===== config.mk =====
export PLATFORM = sky130hd
export DESIGN_NAME = dffram_port_arbiter
export DESIGN_NICKNAME = d
export VERILOG_FILES = /design/src/rtl/dffram_port_arbiter.sv
export SDC_FILE = /design/constraint.sdc
export NUM_CORES = 1
export LEC_CHECK = 0
export ABC_AREA = 1
export BUFFER_PORTS_ARGS = -buffer_cell sky130_fd_sc_hd__buf_2
export CORE_AREA = 2 2 112 114
export DETAILED_ROUTE_END_ITERATION = 10
export DIE_AREA = 0 0 114 116
export PLACE_DENSITY = 0.59
export SLEW_MARGIN = 20
export SYNTH_ARGS = -nofsm -noshare
export SYNTH_HDL_FRONTEND = slang
export SYNTH_SLANG_ARGS = --single-unit

===== constraint.sdc =====
create_clock -name wb_clk_i -period 1.17 [get_ports wb_clk_i]
set_input_delay 0.0585 -clock wb_clk_i [delete_from_list [all_inputs] [get_ports wb_clk_i]]
set_output_delay 0.0585 -clock wb_clk_i [all_outputs]
set_load 0.01 [all_outputs]

===== src/rtl/dffram_port_arbiter.sv =====
// rtl/dffram_port_arbiter.sv - round-robin share of one single-port DFFRAM between Wishbone and the core
//
// Purpose:
//   Two requesters contend for one single-port 256 x 32 DFFRAM macro:
//   - the Caravel management Wishbone slave (wbs_*)
//   - the Ibtida core data port (core_*: req/gnt/rvalid)
//   Each access takes two cycles:
//   - IDLE is the grant cycle, which drives EN0 and the address/data.
//   - RESP returns the macro's Do0 to the owner.
//   Ties alternate against the last winner.
//
// Ports:
//   wb_clk_i, wb_rst_ni        clock, asynchronous active-low reset
//   wbs_cyc_i .. wbs_dat_i     Wishbone slave request (byte address, sel, data)
//   wbs_ack_o, wbs_dat_o       one-cycle ack with read data (0 otherwise)
//   core_req_i .. core_wdata_i core request (byte address, byte enables, data)
//   core_gnt_o                 combinational grant in the grant cycle
//   core_rvalid_o, core_rdata_o response one cycle after grant (data 0 otherwise)
//   ram_en_o, ram_we_o         DFFRAM EN0 / WE0[3:0]
//   ram_addr_o, ram_di_o       DFFRAM word address / Di0
//   ram_do_i                   DFFRAM Do0, valid the cycle after EN0
module dffram_port_arbiter #(
   parameter int          ADDR_W    = 8,
   parameter logic [31:0] BASE_ADDR = 32'h3000_0000
) (
   input  logic              wb_clk_i,
   input  logic              wb_rst_ni,
   input  logic              wbs_cyc_i,
   input  logic              wbs_stb_i,
   input  logic              wbs_we_i,
   input  logic [3:0]        wbs_sel_i,
   input  logic [31:0]       wbs_adr_i,
   input  logic [31:0]       wbs_dat_i,
   output logic              wbs_ack_o,
   output logic [31:0]       wbs_dat_o,
   input  logic              core_req_i,
   input  logic              core_we_i,
   input  logic [3:0]        core_be_i,
   input  logic [31:0]       core_addr_i,
   input  logic [31:0]       core_wdata_i,
   output logic              core_gnt_o,
   output logic              core_rvalid_o,
   output logic [31:0]       core_rdata_o,
   output logic              ram_en_o,
   output logic [3:0]        ram_we_o,
   output logic [ADDR_W-1:0] ram_addr_o,
   output logic [31:0]       ram_di_o,
   input  logic [31:0]       ram_do_i
);

   localparam logic [0:0] S_IDLE   = 1'b0;
   localparam logic [0:0] S_RESP   = 1'b1;
   localparam logic       OWN_CORE = 1'b0;
   localparam logic       OWN_WBS  = 1'b1;
   localparam int         TAG_LSB  = ADDR_W + 2;

   logic [0:0] state;
   logic       owner;
   logic       last_grant;
   logic       wbs_req;
   logic       grant;
   logic       win_wbs;
   logic       in_resp;

   // Byte-lane bits and address bits above the RAM are not decoded here.
   logic unused_addr_bits;
   assign unused_addr_bits = ^{core_addr_i[31:TAG_LSB], core_addr_i[1:0], wbs_adr_i[1:0]};

   // Only accesses inside the Wishbone window count as requests.
   // Others are never acked, so the master's own timeout handles them.
   assign wbs_req = wbs_cyc_i & wbs_stb_i &
                    (wbs_adr_i[31:TAG_LSB] == BASE_ADDR[31:TAG_LSB]);

   // Reset is folded into the grant so every output is 0 while reset is held,
   // even though grant decoding is combinational from the requests.
   assign grant   = wb_rst_ni & (state == S_IDLE) & (wbs_req | core_req_i);

   // On a tie, Wishbone wins unless it won the previous grant.
   assign win_wbs = wbs_req & (~core_req_i | (last_grant == OWN_CORE));
   assign in_resp = (state == S_RESP);

   always_comb begin
      ram_en_o   = 1'b0;
      ram_we_o   = 4'b0;
      ram_addr_o = '0;
      ram_di_o   = 32'b0;
      core_gnt_o = 1'b0;
      if (grant) begin
         ram_en_o = 1'b1;
         if (win_wbs) begin
            ram_we_o   = wbs_we_i ? wbs_sel_i : 4'b0;
            ram_addr_o = wbs_adr_i[ADDR_W+1:2];
            ram_di_o   = wbs_dat_i;
         end else begin
            core_gnt_o = 1'b1;
            ram_we_o   = core_we_i ? core_be_i : 4'b0;
            ram_addr_o = core_addr_i[ADDR_W+1:2];
            ram_di_o   = core_wdata_i;
         end
      end
   end

   // RESP always returns to IDLE, so an aborted Wishbone cycle still gets
   // its ack pulse and the arbiter never stalls waiting on the master.
   assign wbs_ack_o     = in_resp & (owner == OWN_WBS);
   assign core_rvalid_o = in_resp & (owner == OWN_CORE);
   assign wbs_dat_o     = wbs_ack_o     ? ram_do_i : 32'b0;
   assign core_rdata_o  = core_rvalid_o ? ram_do_i : 32'b0;

   always_ff @(posedge wb_clk_i or negedge wb_rst_ni) begin
      if (!wb_rst_ni) begin
         state      <= S_IDLE;
         owner      <= OWN_CORE;
         last_grant <= OWN_CORE;
      end else if (state == S_IDLE) begin
         if (grant) begin
            state      <= S_RESP;
            owner      <= win_wbs ? OWN_WBS : OWN_CORE;
            last_grant <= win_wbs ? OWN_WBS : OWN_CORE;
         end
      end else begin
         state <= S_IDLE;
      end
   end

endmodule


; ---- After elaboration in Yosys (flattened, before gate mapping)
; Index checks and enable logic that the tools add are counted.
[classes]
mux = 15
bitwise_logic = 12
eq_ne = 1
n_reduce_logical = 1
[ops]
columns = op, count
row1 = $mux W32, 4
row2 = $eq A22 B20 Y1 const B, 1
row3 = $mux W4, 4
row4 = $mux W8, 2
row5 = $and A1 B1 Y1, 7
row6 = $mux W1, 5
row7 = $not A1 Y1, 3
row8 = $or A1 B1 Y1, 2
row9 = $reduce_and A2 Y1, 1
[totals]
out_inout_bits = 112
in_bits = 175
reg_bits = 2
elab_cells = 31

; ---- Logic depth before layout (Yosys ltp)
[depth]
depth_word = 6
depth_mapped = 11
ltp_nobuf = 10

; ---- Worst setup path before layout
; No wires, ideal clock.
[synth_path]
path_type = reg-to-output
from = register, netlist name owner
to = output port ram_addr_o[0]
path_stages_with_launch = 6
required_ns = 1.112
setup_slack_ns = -0.149
n_path_buf = 1
arrival_time_ns = 1.260
path_cell_list = dfrtp_1 nand2_1 nand3_2 clkbuf_1 nand2_1 a21oi_1
[synth_lines]
columns = item, line_no
row1 = to (decl), 46  ; output logic [ADDR_W-1:0] ram_addr_o,

; ---- Worst setup path in the final report
[layout_path]
from = register owner
to = output port core_rdata_o[5]
[layout_between]
elab_chain_cells = 3
[layout_lines]
columns = item, line_no
row1 = from (decl), 58  ; logic owner;
row2 = from (signal assigned), 118  ; owner <= win_wbs ? OWN_WBS : OWN_CORE;
row3 = $not A1 Y1, 106  ; assign core_rvalid_o = in_resp & (owner == OWN_CORE);
row4 = $and A1 B1 Y1, 106
row5 = $mux W32, 108  ; assign core_rdata_o = core_rvalid_o ? ram_do_i : 32'b0;
row6 = to (decl), 43  ; output logic [31:0] core_rdata_o,
; No other way between the ends.

==> impl_metrics.csv <==
group,metric,value,unit
run_status,outcome,"complete, but fails checks",
run_status,failed_checks,"negative setup slack",
synth,synth_edf_count,0,
grt,antenna_found_initial,0,
timing,tightestPinTransition,0.1588,ns
grt,gr-total-overflow,0,
power,p_comb_share,60.6,%
clocking,cts_inserted_buffers,3,
floorplan,rows,40,
clocking,htreeDepth,1,
power,p_sw,0.5195,mW
synth,synthCells,325,
route,viasPerCell,4.301,
worst_setup_path,critical_path_class,"flop to primary output",
placement,port_buffers,260,
grt,grt_pass1_vias,2916,
finish,fin_cells,748,
power,seqPwrFrac,4.9,%
worst_setup_path,startpoint_type,"flop",
placement,placed_area,3231,µm²
synth,synth_cell_types,15,
finish,syn2layout_area_growth,166.3,%
worst_setup_path,crit_path_end_kind,"primary output",
power,vdd_drop_max,0.2778,mV
placement,routabilityCongestion,0.7443,
clocking,cts.sinks,2,
timing,finalSetupViolCount,112,
worst_setup_path,required,1.11,ns
timing,max_slew_margin,89.41,%
placement,place_worst_setup_slack,-0.2829,ns
worst_setup_path,worstPathMaxFanout,7,
clocking,cts-root-to-sink-buffers,2,
clocking,clkTransAtPathRegs,0.03,ns
placement,dp_hpwl,6992,µm
route,ant_nets,0,
timing,grt_setup_unrepaired,"true",
clocking,insertion_delay,0.22,ns
synth,synth-seq-area-share,3.228,%
synth,synth_area_leaders,"nand2_1 18%, nor2_1 18%, nand4_1 18%, inv_1 12%, a21oi_2 11%",
timing,finalClockSkew,0.0005840,ns
power,clkPwrFrac,34.5,%
synth,ys_ff_latch,2,
worst_setup_path,critPathArrivalTime,1.44,ns
finish,n_antenna_cell,0,
floorplan,initial_core_util,13.01,%
synth,yosysTopAreaCell,"nand2_1",
synth,yosys_most_used_dff,"dfrtp_1",
floorplan,die_w,114,µm
timing,fin_ws,-0.3254,ns
grt,grt_max_degree,45,
route,wl_per_cell,13.75,µm
timing,post-route-period-util,127.8,%
route,drt_first_pass_iters,4,
power,p_sw_share,34.70,%
synth,synth-async-reset-ratio,100.0,%
power,internal_power,0.9775,mW
power,p_per_area,362.7,nW/µm²
route,routed_wl,10280,µm
timing,max_freq,668.7,MHz
synth,synth_common_cells,"76 x nand2_1, 76 x nor2_1, 48 x inv_1",
grt,grt_usage,11.69,%
finish,fin_nets,778,
timing,period_minus_slack,1.495,ns
min_path,hold_path.class,"input pin to asynchronous set/reset pin",
route,num_vias,3217,
synth,yosysTopAreaCellShare,18.40,%
floorplan,pin_count,287,
synth,syn_nets,500,
floorplan,die_h,116,µm
finish,design_area,4128,µm²
floorplan,core_area,11910,µm²
finish,drive_gt1_share,66.89,%
synth,yosysWarnings,0,
finish,fillerInstances,1287,
route,drc,0,
run,max_cap_viol_count,0,
floorplan,die_area,13220,µm²
synth,syn_area,1550,µm²
timing,worst_hold_slack,0.1938,ns
clocking,cts_root_buf,"clkbuf_16",
power,leakagePower,2.447,nW
synth,avgSynthCellArea,4.770,µm²
timing,slew_violations,0,
clocking,cts_tree,"built",
timing,hold_violations,0,
power,power.total,1.497,mW
route,drt_iter0_markers,103,
grt,grt_pass1_wl,12700,µm
placement,dp.cells,721,
stage by stage:
step	util [%]	TNS [ns]
floorplan	-	-0.01708
detailed placement	27.12	-12.14
finish	34.65	-27.03
global placement	27.12	-12.48
global route	34.65	-34.68
CTS	29.64	-25.02
placed cells by master, fill, tap and decap left out, drive strengths merged:
cell and n:
a21oi 40, buf 289, bufbuf 2, clkbuf 11
clkinv 2, dfrtp 2, dlygate4sd3 1, inv 54
nand2 76, nand3 1, nand4 45, nor2 78
state kept, by name (all words and copies together) (netlist names):
register	flops
in_resp	1
owner	1
cell families (layout without fill, tap and decap cells):
logic type	after synthesis	count (layout)	synth area share [%]
AO/OA/AOI/OAI	40	40	17.76
AND/OR/NAND/NOR	200	200	57.06
buffers and inverters	83	359	21.95
flip-flops	2	2	3.229
per-layer routing:
metal	track usage [%]	wire length [µm]	vias to the layer above
li1	-	-	1584
met3	1.151	660	6
met2	25.04	5642	180
met1	12.48	3938	1447
met5	0	0	-
met4	1.220	42	0
worst max-delay path, stage by stage, from the launching register on:
cell and delay (ns):
dfrtp_2 0.42, buf_6 0.14, nor2_4 0.14, clkinv_4 0.12, clkbuf_16 0.19, nor2_1 0.08, buf_2 0.13
area by class of cell:
| type | count | area, µm² | area share (%) |
|---|---|---|---|
| Sequential cell | 2 | 51.30 | 1.243 |
| Inverter | 56 | 217.7 | 5.274 |
| Tap cell | 147 | 183.9 | 4.456 |
| Clock buffer | 3 | 75.07 | 1.819 |
| Timing Repair Buffer | 300 | 2128 | 51.56 |
| Multi-Input combinational cell | 240 | 1471 | 35.65 |
power by group through the flow:
stage | sequential (mW) | combinational [mW] | clock (mW)
6_report | 0.0739 | 0.907 | 0.516
5_1_grt | 0.0742 | 0.987 | 0.531
4_1_cts | 0.0738 | 0.720 | 0.527
3_5_place_dp | 0.0735 | 0.688 | 0
3_3_place_gp | 0.0735 | 0.687 | 0
2_1_floorplan | 0.0734 | 0.294 | 0
path summary, 6_finish.rpt:
check	start	to	slack, ns	cells past startpoint
setup / recovery	owner$_DFFE_PN0P_	core_rdata_o[5]	-0.33	6
hold / removal	wb_rst_ni	owner$_DFFE_PN0P_	0.19	2
setup reg to reg	in_resp$_DFF_PN0_	owner$_DFFE_PN0P_	-0.02	8
hold reg to reg	owner$_DFFE_PN0P_	owner$_DFFE_PN0P_	0.74	4
max in group asynchronous	wb_rst_ni	owner$_DFFE_PN0P_	0.84	2
min in group wb_clk_i	wb_rst_ni	owner$_DFFE_PN0P_	0.32	6
what timing repair did:
action | CTS | global route
endpoints found under the hold margin | 2 | 0
endpoints found under the setup margin | 112 | 112
hold buffers | 1 | 0
buffers inserted | 7 | 2
resized for setup | 25 | 89
cloned | 3 | 12
pin swaps | 1 | 27
Note: power is estimated with default switching activity, not from simulation.
